### src/rtl/poly_mode_interpolator.sv
// poly_mode_interpolator: FIFO-buffered upsampler, run-time factor, zero-stuff or sample-hold fill.
module poly_mode_interpolator #(
  parameter int DATA_WIDTH   = 16,
  parameter int MAX_FACTOR   = 8,
  parameter int FIFO_DEPTH   = 16,
  parameter int FACTOR_WIDTH = $clog2(MAX_FACTOR + 1),
  localparam int LEVEL_WIDTH = $clog2(FIFO_DEPTH + 1)
) (
  input  logic                    clk,
  input  logic                    rst_n,
  input  logic                    clk_enable,
  input  logic [FACTOR_WIDTH-1:0] factor,
  input  logic                    hold_mode,
  input  logic                    overflow_clr,
  input  logic [DATA_WIDTH-1:0]   inter_in,
  input  logic                    inter_in_valid,
  output logic                    inter_in_ready,
  output logic [DATA_WIDTH-1:0]   inter_out,
  output logic                    inter_out_valid,
  input  logic                    out_ready,
  output logic                    overflow,
  output logic [LEVEL_WIDTH-1:0]  fifo_level
);
  localparam int PTR_WIDTH = $clog2(FIFO_DEPTH);
  localparam logic [FACTOR_WIDTH-1:0] F_ONE = FACTOR_WIDTH'(1);
  localparam logic [FACTOR_WIDTH-1:0] F_MAX = FACTOR_WIDTH'(MAX_FACTOR);
  typedef enum logic {IDLE, EXPAND} state_t;
  state_t state, state_nx;
  logic [DATA_WIDTH-1:0] mem [FIFO_DEPTH];
  logic [PTR_WIDTH-1:0] wr_ptr, rd_ptr;
  logic [FACTOR_WIDTH-1:0] l_eff, l_nx, phase, phase_nx, f_clamp;
  logic [DATA_WIDTH-1:0] sample_reg, sample_nx, out_nx;
  logic valid_nx, full, empty, adv, push, pop, drop, last;
  assign full = fifo_level == LEVEL_WIDTH'(FIFO_DEPTH);
  assign empty = fifo_level == '0;
  assign inter_in_ready = !full;
  assign adv = !inter_out_valid || out_ready;
  // A full FIFO drops the sample even if a pop frees a slot this cycle.
  assign push = inter_in_valid && !full;
  assign drop = inter_in_valid && full;
  assign f_clamp = factor == '0 ? F_ONE : factor > F_MAX ? F_MAX : factor;
  assign last = phase == l_eff - F_ONE;
  always_comb begin
    state_nx = state;
    phase_nx = phase;
    l_nx = l_eff;
    sample_nx = sample_reg;
    out_nx = inter_out;
    valid_nx = inter_out_valid;
    pop = 1'b0;
    if (adv) begin
      if (state == EXPAND) begin
        out_nx = hold_mode ? sample_reg : '0;
        valid_nx = 1'b1;
        phase_nx = last ? '0 : phase + F_ONE;
        state_nx = last ? IDLE : EXPAND;
      end else if (!empty) begin
        pop = 1'b1;
        sample_nx = mem[rd_ptr];
        out_nx = mem[rd_ptr];
        valid_nx = 1'b1;
        l_nx = f_clamp;
        phase_nx = f_clamp > F_ONE ? F_ONE : '0;
        state_nx = f_clamp > F_ONE ? EXPAND : IDLE;
      end else begin
        valid_nx = 1'b0;
      end
    end
  end
  always_ff @(posedge clk)
    if (clk_enable && push) mem[wr_ptr] <= inter_in;
  always_ff @(posedge clk or negedge rst_n) begin
    if (!rst_n) begin
      state <= IDLE;
      phase <= '0;
      l_eff <= F_ONE;
      sample_reg <= '0;
      inter_out <= '0;
      inter_out_valid <= 1'b0;
      wr_ptr <= '0;
      rd_ptr <= '0;
      fifo_level <= '0;
      overflow <= 1'b0;
    end else if (clk_enable) begin
      state <= state_nx;
      phase <= phase_nx;
      l_eff <= l_nx;
      sample_reg <= sample_nx;
      inter_out <= out_nx;
      inter_out_valid <= valid_nx;
      if (push) wr_ptr <= wr_ptr + 1'b1;
      if (pop) rd_ptr <= rd_ptr + 1'b1;
      if (push != pop) fifo_level <= push ? fifo_level + 1'b1 : fifo_level - 1'b1;
      overflow <= drop ? 1'b1 : overflow_clr ? 1'b0 : overflow;
    end
  end
endmodule

### config.mk
export PLATFORM = sky130hd
export DESIGN_NAME = poly_mode_interpolator
export DESIGN_NICKNAME = d
export VERILOG_FILES = /design/src/rtl/poly_mode_interpolator.sv
export SDC_FILE = /design/constraint.sdc
export NUM_CORES = 1
export LEC_CHECK = 0
export ABC_AREA = 0
export BUFFER_PORTS_ARGS = -buffer_cell sky130_fd_sc_hd__buf_2
export CAP_MARGIN = 20
export CORE_AREA = 2 2 206 208
export DETAILED_ROUTE_END_ITERATION = 12
export DIE_AREA = 0 0 208 210
export GPL_ROUTABILITY_DRIVEN = 1
export GPL_TIMING_DRIVEN = 0
export PLACE_DENSITY_LB_ADDON = 0.15
export SYNTH_ARGS = -nofsm -noshare
export SYNTH_HDL_FRONTEND = slang
export SYNTH_SLANG_ARGS = --single-unit
### constraint.sdc
create_clock -name clk -period 3.8 [get_ports clk]
set_input_delay 0.38 -clock clk [delete_from_list [all_inputs] [get_ports clk]]
set_output_delay 0.38 -clock clk [all_outputs]
set_load 0.02 [all_outputs]
Word-level counts from Yosys, hierarchy flattened
Memory sizes are Yosys's and may differ from the RTL's.
Cells that the tools add are included.
{"block": "classes", "muxes": 22, "n_eq_ne": 4, "n_shift": 0, "order_cmp": 2, "addsub": 6, "multipliers": 0, "reduce_logical": 16, "bitwise_logic": 2, "div_mod_pow": 0}
{"cell": "$mux 16", "count": 3}
{"cell": "$mux 4", "count": 5}
{"cell": "$mux 1", "count": 13}
{"cell": "$add 4x1->4 const B", "count": 3}
{"cell": "$reduce_and 2->1", "count": 5}
{"cell": "$add 5x1->5 const B", "count": 1}
{"cell": "$eq 5x5->1 const B", "count": 1}
{"cell": "$logic_not 5->1", "count": 1}
{"cell": "$mux 5", "count": 1}
{"cell": "$sub 5x1->5 const B", "count": 1}
{"cell": "$eq 4x4->1", "count": 1}
{"cell": "$gt 4x1->1 const B", "count": 1}
{"cell": "$gt 4x4->1 const B", "count": 1}
{"cell": "$logic_not 4->1", "count": 1}
{"cell": "$reduce_and 4->1", "count": 1}
{"cell": "$sub 4x1->4 const B", "count": 1}
{"cell": "$logic_and 1x1->1", "count": 3}
{"cell": "$reduce_and 3->1", "count": 1}
{"cell": "$logic_not 1->1", "count": 2}
{"cell": "$ne 2x2->1 const B", "count": 1}
{"cell": "$not 1->1", "count": 2}
{"cell": "$reduce_bool 2->1", "count": 1}
{"cell": "$logic_or 1x1->1", "count": 1}
{"cell": "$ne 1x1->1", "count": 1}
{"block": "word_totals", "latchBits": 0, "inputBits": 27, "mem_bits_ro": 0, "word_cells": 63, "mem_bits_rw": 256, "reg_bits": 56, "mem_count": 1}
{"name": "mem", "words": 16, "word_bits": 16, "read_ports": 1, "rd_ports_with_merged_regs": 0, "wr": 1, "line_no": "29", "rtl": "logic [DATA_WIDTH-1:0] mem [FIFO_DEPTH];"}

Longest topological paths before layout
Gate-level depths: netlist of run 1.
{"block": "logic_depth", "word_depth": 7, "mapped_depth": 9, "depth_no_buf": 9}

Least setup slack after synthesis of run 1
OpenSTA, ideal clock, no wires.
{"block": "synth_path", "path_kind": "reg-to-reg", "startpoint": "reg fifo_level[0]", "endpoint": "mem mem[3][0], enable pin", "setup_time_ps": 409, "arrival_ps": 2562, "t_required_ps": 3391, "synth_period_minus_slack_ps": 2971, "path_slack_ps": 829, "n_path_buf": 1, "stages_incl_launch_ff": 7, "path_cell_list": "dfrtp_1 -> nor4_1 -> a21boi_1 -> and2_1 -> buf_2 -> nand2_1 -> nor3_1"}
{"block": "synth_between", "elab_chain_cells": 6}
{"element": "start: declaration", "line_no": "22", "rtl": "output logic [LEVEL_WIDTH-1:0] fifo_level"}
{"element": "start signal: assignment", "line_no": "93", "rtl": "if (push != pop) fifo_level <= push ? fifo_level + 1'b1 : fifo_level - 1'b1;"}
{"element": "$eq 5x5->1", "line_no": "34", "rtl": "assign full = fifo_level == LEVEL_WIDTH'(FIFO_DEPTH);"}
{"element": "$logic_not 1->1", "line_no": "39", "rtl": "assign push = inter_in_valid && !full;"}
{"element": "$logic_and 1x1->1", "line_no": "39"}
{"element": "$logic_and 1x1->1", "line_no": "71", "rtl": "if (clk_enable && push) mem[wr_ptr] <= inter_in;"}
{"element": "$mux 1", "line_no": "71"}
{"element": "$mux 1 (not written as such)", "line_no": "71"}
{"element": "end: declaration", "line_no": "29"}
Every way passes these cells.

Final worst setup path of run 1
{"block": "layout_path", "startpoint": "reg fifo_level[0]", "endpoint": "mem mem[0][14], enable pin"}
Same word-level chain as after synthesis.

==> reports/results.tsv, run 1 <==
stage	metric	value	unit
status	status	complete, no violations	
grt	grtUsageTotal	0.132	
synthesis	ys_seq_area_frac	0.737	
sta	drv_slew	0	
sta	finClkSkew	8.87	ps
job	maxCapViolations	0	
synthesis	syn_inst	675	
finish	multi_input_area	3070	um^2
clocking	post-cts-setup-buffers	0	
clocking	cts_resized	0	
placed_design	place_hpwl	19800	um
grt	antenna_found_initial	0	
min_path	hp-class	in -> reg	
sta	timing.hold.ws	146	ps
sta	rsz0062_at_grt	no	
clocking	cts_tree	done	
synthesis	synth_nets	713	
clocking	clk_pin_slew	60	ps
synthesis	synth.avg_cell_area	18.3	um^2
finish	layout-drive-gt1-share	0.271	
sta	relSlewSlack	0.360	
sta	period_share	0.782	
synthesis	synth-seq-cells	312	
clocking	cts_root_buf	clkbuf_16	
finish	mostFrequentLayoutCells	256 x edfxtp_1, 64 x mux4_2, 60 x buf_2, 55 x dfrtp_1, 46 x nand2_1	
routing	routed_wl	28600	um
power_and_ir_drop	p_leak	5.07	nW
sta	setup_tns	0	ps
die	rows	75	
sta	finalSetupViolCount	0	
clocking	cts-htree-levels	2	
clocking	cts.sinks	312	
die	start_util	0.297	
critical_path	crit_fanout	9	
routing	drc	0	
synthesis	netlist-cell-type-count	44	
die	io_pins	51	
finish	antennaDiodeCount	0	
finish	nFillCells	3916	
grt	grt_overflow_total	0	
routing	drt_iter0_drc	451	
sta	final_hold_viol_count	0	
grt	grt_max_degree	30	
finish	fin_nets	818	
routing	postRouteAntennaNets	0	
critical_path	path_buf_inv	2	
die	core	41500	um^2
power_and_ir_drop	vdd_drop_max	0.251	mV
critical_path	crit_slowest_cell	nor3_2	
power_and_ir_drop	p_per_area	646	nW/um^2
finish	largest_reg_flops	256	
grt	grt_pass1_vias	6900	
critical_path	critPathRequiredTime	4010	ps
routing	viasPerCell	4.81	
sta	worst_pin_slew	955	ps
sta	timing.fmax	0.337	GHz
critical_path	crit_path_end_kind	register	
die	die_x	208	um
routing	drtPass1Iterations	6	
grt	grt_pass1_wl	43200	um
die	die_h	210	um
routing	vias	6467	
clocking	cts_buffers	35	
placed_design	io_buffers	50	
finish	syn2layout_area_growth	19.0	%
synthesis	yosysWarnings	0	
finish	fin_cells	1344	
critical_path	path_cells	nor4_1 > a21boi_1 > and2_1 > buf_2 > nand2_1 > nor3_2 > buf_6	
placed_design	routabilityCongestion	0.736	
synthesis	synth-edff-count	256	
sta	period_needed	2970	ps
critical_path	criticalPathCategory	reg -> reg	
synthesis	synthArstFlopShare	0.179	
critical_path	path_delay_family	simple AND/OR/NAND/NOR gates	
clocking	clockBufferDepth	3	
finish	final_common_cell	edfxtp_1	
die	dieArea	43700	um^2
synthesis	syn_area	12300	um^2
finish	regArea	9090	um^2
placed_design	dp_cells	1281	
critical_path	crit_path_max_incr_delay	760	ps
routing	wl_per_cell	21.3	um
critical_path	worstSetupStartpointType	register	
critical_path	arrival	3180	ps
clocking	clock_latency	510	ps
synthesis	ys.flop_type	edfxtp_1	
==> through the flow <==
step	total power (W)	util	area (um^2)	setup WS [ps]
6_report	0.00948	0.354	14700	830
5_1_grt	0.00995	0.354	14700	566
4_1_cts	0.00963	0.354	14700	734
3_5_place_dp	0.00649	0.328	13600	762
3_3_place_gp	0.00635	0.320	13300	-587
2_1_floorplan	0.00573	-	12300	829
==> report_power, final <==
group	total [W]	internal, W	switching [W]
sequential	0.00427	0.00407	0.000204
combinational	0.00210	0.000885	0.00121
clock	0.00311	0.00183	0.00128
total	0.00948	0.00678	0.00270
==> routing by layer <==
metal | part of all wire | vias up | track usage
li1 | - | 2887 | -
met1 | 0.42 | 3383 | 0.170
met2 | 0.51 | 160 | 0.231
met3 | 0.053 | 37 | 0.0226
met4 | 0.018 | 0 | 0.0335
met5 | 0 | - | 0
==> cells in the mapped netlist (2+ instances only) <==
master	count	area share
edfxtp_1	256	0.62
mux4_2	64	0.12
dfrtp_1	55	0.11
nand2_1	46	0.014
a22o_1	32	0.023
nor2_1	31	0.0094
o21ai_0	22	0.0089
o21ai_1	22	0.0089
a21oi_1	19	0.0077
and3_1	16	0.0081
clkbuf_1	14	0.0043
xnor2_1	13	0.0092
buf_2	10	0.0041
ha_1	10	0.010
inv_1	9	0.0027
nor3_1	6	0.0024
buf_6	5	0.0046
and2_1	4	0.0020
buf_1	3	0.00091
nand2b_1	3	0.0015
nand4_1	3	0.0015
nor2b_1	3	0.0015
xor2_1	3	0.0021
buf_4	2	0.0012
clkbuf_2	2	0.00081
nor4_1	2	0.0010
o21a_1	2	0.0012
or3_1	2	0.0010
==> final timing paths <==
path                                      startpoint                        end  slack (ps)  depth (start not counted)
max in group asynchronous                      rst_n       l_eff[0]$_DFFE_PN1P_        2620                          3
min in group asynchronous                      rst_n  fifo_level[4]$_DFFE_PN0P_         490                          2
hold / removal                             factor[1]       l_eff[1]$_DFFE_PN0P_         150                          3
setup / recovery           fifo_level[0]$_DFFE_PN0P_       mem[0][14]$_DFFE_PP_         830                          7
hold reg to reg            sample_reg[8]$_DFFE_PN0P_  sample_reg[8]$_DFFE_PN0P_         470                          2
setup reg to reg           fifo_level[0]$_DFFE_PN0P_       mem[0][14]$_DFFE_PP_         830                          7
==> repair_timing <==
action / 4_1_cts / 5_1_grt
hold buffers: 1 / 0
endpoints found under the hold margin: 27 / 0
endpoints found under the setup margin: 0 / 0
==> worst reg2reg max path, delay by kind of cell, from the launching register on <==
family	cells	cell delay [ps]
and+or+nand+nor	4	1300
buffers and inverters	2	480
DFF	1	460
AOI/OAI and AO/OA	1	430
==> area by class of cell <==
| class | count | area share |
|---|---|---|
| multi-input combinational | 318 | 0.209 |
| sequential | 312 | 0.619 |
| clock inverter | 19 | 0.00750 |
| timing repair buffer | 68 | 0.0384 |
| clock buffer | 43 | 0.0646 |
| inverter | 9 | 0.00230 |
| tap | 539 | 0.0459 |
| buffer | 36 | 0.0133 |
==> kinds of logic after synthesis <==
| logic type | share of synthesized area |
|---|---|
| buffers and inverters | 0.0186 |
| flip-flops | 0.737 |
| AO/OA/AOI/OAI | 0.0591 |
| AND/OR/NAND/NOR | 0.0454 |
| XOR/XNOR | 0.0114 |
| multiplexers | 0.117 |
| adder cells (fa/ha/maj) | 0.0118 |
(Power assumes the default switching activity.)
==> run 2: changes to the inputs <==
--- a/config.mk
+++ b/config.mk
@@ -5,12 +5,12 @@
 export SDC_FILE = /design/constraint.sdc
 export NUM_CORES = 1
 export LEC_CHECK = 0
-export ABC_AREA = 0
+export ABC_AREA = 1
 export BUFFER_PORTS_ARGS = -buffer_cell sky130_fd_sc_hd__buf_2
 export CAP_MARGIN = 20
-export CORE_AREA = 2 2 206 208
+export CORE_AREA = 2 2 217 219
 export DETAILED_ROUTE_END_ITERATION = 12
-export DIE_AREA = 0 0 208 210
+export DIE_AREA = 0 0 219 221
 export GPL_ROUTABILITY_DRIVEN = 1
 export GPL_TIMING_DRIVEN = 0
 export PLACE_DENSITY_LB_ADDON = 0.15
==> constraint.sdc (replaced) <==
create_clock -name clk -period 2.5 [get_ports clk]
set_input_delay 0.25 -clock clk [delete_from_list [all_inputs] [get_ports clk]]
set_output_delay 0.25 -clock clk [all_outputs]
set_load 0.02 [all_outputs]
==> reports/results.tsv, run 2 <==
stage	metric	value	unit	change
grt	grt_pass1_wl	61000	um	+41%
power_and_ir_drop	vdd_drop_max	0.577	mV	+130%
clocking	cts-htree-levels	2		unchanged
job	maxCapViolations	0		unchanged
clocking	clockBufferDepth	3		unchanged
placed_design	place_hpwl	28000	um	+41%
sta	relSlewSlack	0.389		+0.0286
die	core	46100	um^2	+11%
finish	regArea	9090	um^2	unchanged
finish	syn2layout_area_growth	19.3	%	
critical_path	worstSetupStartpointType	register		
routing	vias	9571		+48%
critical_path	timing.rr.end	mem[5][4]$_DFFE_PP_		
routing	postRouteAntennaNets	0		unchanged
routing	drt_iter0_drc	889		+97%
sta	finalWorstSetupSlack	117	ps	-713 ps
synthesis	synth_top_area_frac	0.562		-0.0612
power_and_ir_drop	seq_power_share	0.372		-0.078
clocking	clock_latency	520	ps	about the same
clocking	cts_tree	done		
synthesis	ys.flop_type	edfxtp_1		
routing	drtPass1Iterations	4		-2
grt	grt_max_degree	36		+20%
critical_path	path_cells	nor2_1 > nand4_1 > nand2_1 > inv_2 > nand2_2 > inv_1 > nand2_1 > nor2_4 > buf_4		
sta	drv_slew	0		unchanged
synthesis	synthArstFlopShare	0.179		unchanged
finish	final_common_cell	nand2_1		
sta	rsz0062_at_grt	yes		
synthesis	synth_nets	1399		+96%
grt	grt_pass1_vias	9030		+31%
sta	setup_tns	0	ps	unchanged
grt	grtUsageTotal	0.172		+0.0406
die	die_x	219	um	+5.3%
clocking	cts_buffers	35		unchanged
die	die_h	221	um	+5.2%
sta	worst_pin_slew	917	ps	-37.7 ps
synthesis	synth_common_cells	395 x nand2_1, 256 x edfxtp_1, 221 x inv_1, 203 x nand3_1, 56 x nor2_1		
synthesis	syn_inst	1361		+100%
synthesis	ys_top_cells_by_area	edfxtp_1 56%, nand2_1 11%, dfrtp_1 10%		
finish	largest_reg_flops	256		unchanged
grt	antenna_found_initial	1		+1
critical_path	crit_path_end_kind	register		
power_and_ir_drop	p_leak	7.02	nW	+38%
critical_path	reg2reg_slack	120	ps	-710 ps
synthesis	synth.avg_cell_area	10.1	um^2	-45%
clocking	cts.sinks	312		unchanged
synthesis	synth-seq-cells	312		unchanged
power_and_ir_drop	p_per_area	1080	nW/um^2	+68%
status	status	complete, no violations		
synthesis	yosysWarnings	0		unchanged
clocking	clk_pin_slew	60	ps	about the same
power_and_ir_drop	p_sw_frac	0.387		+0.102
power_and_ir_drop	p_comb_frac	0.352		+0.131
min_path	min_path_cells	3		unchanged
finish	multi_input_area	3550	um^2	+16%
power_and_ir_drop	p_clk_frac	0.276		-0.052
critical_path	crit_fanout	7		-2
finish	nFillCells	4652		+19%
die	io_pins	51		unchanged
synthesis	syn_area	13700	um^2	+11%
critical_path	crit_slowest_cell	dfrtp_1		
routing	viasPerCell	4.54		-5.6%
min_path	hold_path.startpoint	inter_in_valid		
placed_design	routabilityCongestion	0.777		+5.6%
die	dieArea	48400	um^2	+11%
sta	final_hold_viol_count	0		unchanged
clocking	cts_root_buf	clkbuf_16		
finish	antennaDiodeCount	0		unchanged
placed_design	io_buffers	50		unchanged
synthesis	synth-edff-count	256		unchanged
synthesis	yosys.area.top_type	edfxtp_1		
critical_path	arrival	2610	ps	-570 ps
placed_design	post-place-ws	-304	ps	-1070 ps
routing	routed_wl	41700	um	+46%
finish	fin_nets	1513		+85%
die	rows	79		+5.3%
routing	wl_per_cell	19.8	um	-7.2%
synthesis	netlist-cell-type-count	28		-36%
sta	finalSetupViolCount	0		unchanged
min_path	hp-class	in -> reg		
synthesis	yosysMostFrequentCell	nand2_1		
sta	period_needed	2380	ps	-587 ps
critical_path	crit_path_max_incr_delay	430	ps	-330 ps
finish	layout-drive-gt1-share	0.130		-0.141
power_and_ir_drop	p_sw	0.00685	W	+150%
critical_path	reg2reg_depth	9		+2
synthesis	ys_seq_area_frac	0.665		-0.0723
sta	finClkSkew	9.74	ps	+0.865 ps
finish	mostFrequentLayoutCells	394 x nand2_1, 256 x edfxtp_1, 221 x inv_1, 203 x nand3_1, 94 x buf_2		
critical_path	criticalPathCategory	reg -> reg		
die	start_util	0.297		-0.000453
sta	period_share	0.953		+0.172
sta	timing.fmax	0.420	GHz	+25%
critical_path	timing.rr.start	fifo_level[3]$_DFFE_PN0P_		
grt	grt_overflow_total	0		unchanged
power_and_ir_drop	p_int	0.0108	W	+60%
critical_path	path_common_cell	nand2_1		
critical_path	critPathRequiredTime	2730	ps	-1280 ps
min_path	min_to	overflow$_DFFE_PN0P_		
routing	drc	0		unchanged
[run 2: changes by cell type after synthesis, sizes merged, moves of 11 or more]
cell    before  now
a31oi        0   17
clkbuf      16    5
a22o        32    0
buf         20   57
inv          9  226
mux4        64    0
and3        16    0
a21oi       19   35
nand3        1  204
nand2       47  397
nor2        31   57
o21ai       44   14
[run 2: final cells by class]
class | instances | area share
inverters | 226 | 0.0520
repair buffers | 77 | 0.0427
well taps | 607 | 0.0465
multi-input cells | 761 | 0.217
plain buffers | 62 | 0.0189
clock inverters | 16 | 0.00567
clock buffers | 47 | 0.0597
flip-flops and latches | 312 | 0.557
[run 2: how the worst max path moves through the flow]
stage,startpoint,to,slack (ps)
after floorplan,fifo_level[0]$_DFFE_PN0P_,mem[11][0]$_DFFE_PP_,-290
after global placement,fifo_level[0]$_DFFE_PN0P_,mem[11][6]$_DFFE_PP_,-1370
after detailed placement,fifo_level[1]$_DFFE_PN0P_,mem[0][15]$_DFFE_PP_,-300
after CTS,fifo_level[1]$_DFFE_PN0P_,mem[8][7]$_DFFE_PP_,-310
after global routing,fifo_level[1]$_DFFE_PN0P_,mem[3][12]$_DFFE_PP_,-40
final,fifo_level[3]$_DFFE_PN0P_,mem[5][4]$_DFFE_PP_,120
[run 2: metal layers]
layer / share of wire / vias up / wire length [um] / track usage
li1: - / 4645 / - / -
met4: 0.021 / 2 / 895 / 0.0442
met5: 0.00031 / - / 13 / 0
met2: 0.47 / 254 / 19400 / 0.276
met1: 0.47 / 4611 / 19400 / 0.243
met3: 0.047 / 59 / 1950 / 0.0280
[run 2: worst max-delay path, delay by kind of cell, from the launching register on]
family / cells / cell delay, ps
AND/OR/NAND/NOR: 6 / 1110
buffers and inverters: 3 / 540
flip-flops: 1 / 430
[run 2: per-stage QoR]
| step | cells | hold slack, ps | total power [W] | instance area, um^2 | utilization |
|---|---|---|---|---|---|
| after global routing | 2108 | 30.0 | 0.0187 | 16300 | 0.354 |
| after detailed placement | 2029 | 274 | 0.0128 | 15000 | 0.325 |
| after CTS | 2095 | 0.963 | 0.0178 | 16100 | 0.349 |
| final | 2108 | 13.9 | 0.0177 | 16300 | 0.354 |
| after global placement | 2018 | 468 | 0.0128 | 14700 | 0.320 |
| after floorplan | 1361 | -45.6 | 0.0104 | 13700 | - |
[run 2: power groups by stage]
stage | logic [W] | registers [W] | clock network (W)
finish | 0.00623 | 0.00659 | 0.00488
global route | 0.00684 | 0.00667 | 0.00518
CTS | 0.00618 | 0.00660 | 0.00500
detailed placement | 0.00613 | 0.00670 | 0
global placement | 0.00605 | 0.00670 | 0
floorplan | 0.00357 | 0.00679 | 0
[run 2: kinds of logic after synthesis]
| logic type | share of synthesized area |
|---|---|
| simple gates | 0.204 |
| compound gates | 0.0269 |
| buf+inv | 0.0844 |
| fa+ha+maj | 0.0106 |
| flops | 0.665 |
| xor+xnor | 0.00961 |
[run 2: what timing repair did]
action	in CTS	in global routing
pin swaps	0	10
endpoints found under the hold margin	22	0
gates resized for setup	6	10
buffers inserted	0	11
cloned	0	0
hold buffers	3	0
endpoints found under the setup margin	104	179
==> run 3: changes to the inputs <==
--- a/config.mk
+++ b/config.mk
@@ -8,9 +8,10 @@
 export ABC_AREA = 1
 export BUFFER_PORTS_ARGS = -buffer_cell sky130_fd_sc_hd__buf_2
 export CAP_MARGIN = 20
-export CORE_AREA = 2 2 217 219
+export CORE_AREA = 2 2 157 159
+export CTS_BUF_LIST = sky130_fd_sc_hd__clkbuf_8
 export DETAILED_ROUTE_END_ITERATION = 12
-export DIE_AREA = 0 0 219 221
+export DIE_AREA = 0 0 159 161
 export GPL_ROUTABILITY_DRIVEN = 1
 export GPL_TIMING_DRIVEN = 0
 export PLACE_DENSITY_LB_ADDON = 0.15
==> constraint.sdc (replaced) <==
create_clock -name clk -period 2.5 [get_ports clk]
set_input_delay 0.25 -clock clk [delete_from_list [all_inputs] [get_ports clk]]
set_output_delay 0.25 -clock clk [all_outputs]
set_load 0.1 [all_outputs]
==> reports/results.tsv, run 3 (synthesized netlist as in run 2, its figures left out) <==
stage	metric	value	unit	change
status	status	complete, no violations		
critical_path	worstSetupStartpointType	register		
critical_path	path_cells	nand4_1 > nand2_2 > inv_2 > nand2_2 > inv_1 > nand2_4 > nor2_4		
sta	final_hold_viol_count	0		unchanged
finish	mostFrequentLayoutCells	391 x nand2_1, 256 x edfxtp_1, 234 x inv_1, 203 x nand3_1, 94 x buf_2		
finish	fin_nets	1516		+0.20%
critical_path	path_common_cell	nand2_2		
routing	drc	0		unchanged
die	dieArea	25600	um^2	-47%
finish	fin_cells	1840		-13%
die	io_pins	51		unchanged
critical_path	criticalPathCategory	reg -> reg		
finish	final_common_cell	nand2_1		
power_and_ir_drop	p_per_area	1120	nW/um^2	+3.4%
sta	rsz0062_at_grt	no		
grt	grt_pass1_wl	54400	um	-11%
routing	wl_per_cell	19.6	um	-1.0%
critical_path	critPathRequiredTime	2690	ps	-40 ps
power_and_ir_drop	vdd_drop_max	0.647	mV	+12%
placed_design	place_hpwl	23700	um	-15%
routing	drt_iter0_drc	1142		+28%
placed_design	dp_cells	1736		-14%
job	maxCapViolations	0		unchanged
finish	largest_reg_flops	256		unchanged
die	core	24000	um^2	-48%
critical_path	crit_path_end_kind	register		
clocking	clk_pin_slew	60	ps	about the same
routing	routed_wl	36000	um	-14%
clocking	cts_resized	0		-6
finish	finish.instance_area	15600	um^2	-4.2%
grt	grt_max_degree	32		-11%
sta	relSlewSlack	0.314		-0.0744
grt	grt_overflow_total	0		unchanged
finish	layout-drive-gt1-share	0.135		+0.00531
sta	period_share	0.962		+0.00834
routing	vias	9996		+4.4%
sta	worst_pin_slew	1030	ps	+108 ps
finish	syn2layout_area_growth	14.2	%	
placed_design	routabilityCongestion	0.887		+14%
finish	antennaDiodeCount	0		unchanged
die	start_util	0.571		+0.274
clocking	cts-htree-levels	2		unchanged
grt	grt_pass1_vias	9404		+4.1%
sta	timing.hold.ws	34.0	ps	+20.0 ps
grt	grtUsageTotal	0.284		+0.112
sta	timing.fmax	0.416	GHz	-0.87%
die	die_x	159	um	-27%
power_and_ir_drop	total_power	0.0175	W	-1.0%
min_path	hp-class	in -> reg		
die	die_h	161	um	-27%
routing	postRouteAntennaNets	0		unchanged
critical_path	crit_fanout	16		+9
clocking	cts_root_buf	clkbuf_8		
grt	antenna_found_initial	0		-1
critical_path	crit_path_max_incr_delay	500	ps	+70 ps
sta	finalSetupViolCount	0		unchanged
clocking	cts_buffers	50		+43%
power_and_ir_drop	p_leak	6.93	nW	-1.3%
placed_design	placed_area	14500	um^2	-2.9%
clocking	cts.sinks	312		unchanged
clocking	clock_latency	560	ps	+40 ps
critical_path	arrival	2600	ps	about the same
clocking	cts_tree	done		
sta	period_needed	2400	ps	+20.9 ps
clocking	clockBufferDepth	3		unchanged
sta	drv_slew	0		unchanged
routing	viasPerCell	5.43		+20%
die	rows	57		-28%
placed_design	io_buffers	50		unchanged
routing	drtPass1Iterations	6		+2
sta	finClkSkew	17.5	ps	+7.79 ps
critical_path	crit_slowest_cell	nor2_4		
-- run 3: final cells by class --
class / count / area [um^2]
buffer: 62 / 307
inverter: 226 / 848
tap: 324 / 405
sequential: 312 / 9110
clock buffer: 51 / 702
multi-input combinational: 761 / 3590
timing repair buffer: 65 / 480
clock inverter: 39 / 185
fill: 1897 / 8340
-- run 3: stage by stage --
stage	setup WS (ps)	setup TNS, ps	util
CTS	70.1	0	0.646
floorplan	-672	-162080	-
global placement	135	0	0.605
detailed placement	81.2	0	0.606
finish	96.1	0	0.652
global route	2.45	0	0.652
-- run 3: worst paths after layout --
check / startpoint / to / slack (ps) / cells after the start
hold reg to reg: l_eff[0]$_DFFE_PN1P_ / l_eff[0]$_DFFE_PN1P_ / 520 / 2
max in group asynchronous: rst_n / l_eff[0]$_DFFE_PN1P_ / 1540 / 3
min in group asynchronous: rst_n / inter_out[5]$_DFFE_PN0P_ / 290 / 2
setup reg to reg: fifo_level[4]$_DFFE_PN0P_ / mem[2][9]$_DFFE_PP_ / 100 / 7
setup / recovery: fifo_level[4]$_DFFE_PN0P_ / mem[2][9]$_DFFE_PP_ / 100 / 7
hold / removal: factor[3] / l_eff[1]$_DFFE_PN0P_ / 30 / 4
-- run 3: repair_timing --
action | in CTS | in global routing
hold endpoints to repair | 34 | 0
setup endpoints to repair | 0 | 95
hold buffers | 7 | 0
buffers inserted | 0 | 7
-- run 3: power breakdown --
group,leakage (nW),internal (W),switching (W)
Clock,0.512,0.00199,0.00194
Sequential,2.97,0.00627,0.000339
Combinational,3.45,0.00175,0.00523
Total,6.93,0.0100,0.00751
-- run 3: worst max-delay path, delay by kind of cell (launching register included) --
family	cells	cell delay [ps]
flops	1	490
buf+inv	2	420
simple gates	5	1110
-- run 3: layer usage --
metal	track usage	part of all wire
met1	0.402	0.41
met2	0.446	0.45
met3	0.0526	0.10
met4	0.106	0.040
met5	0	0
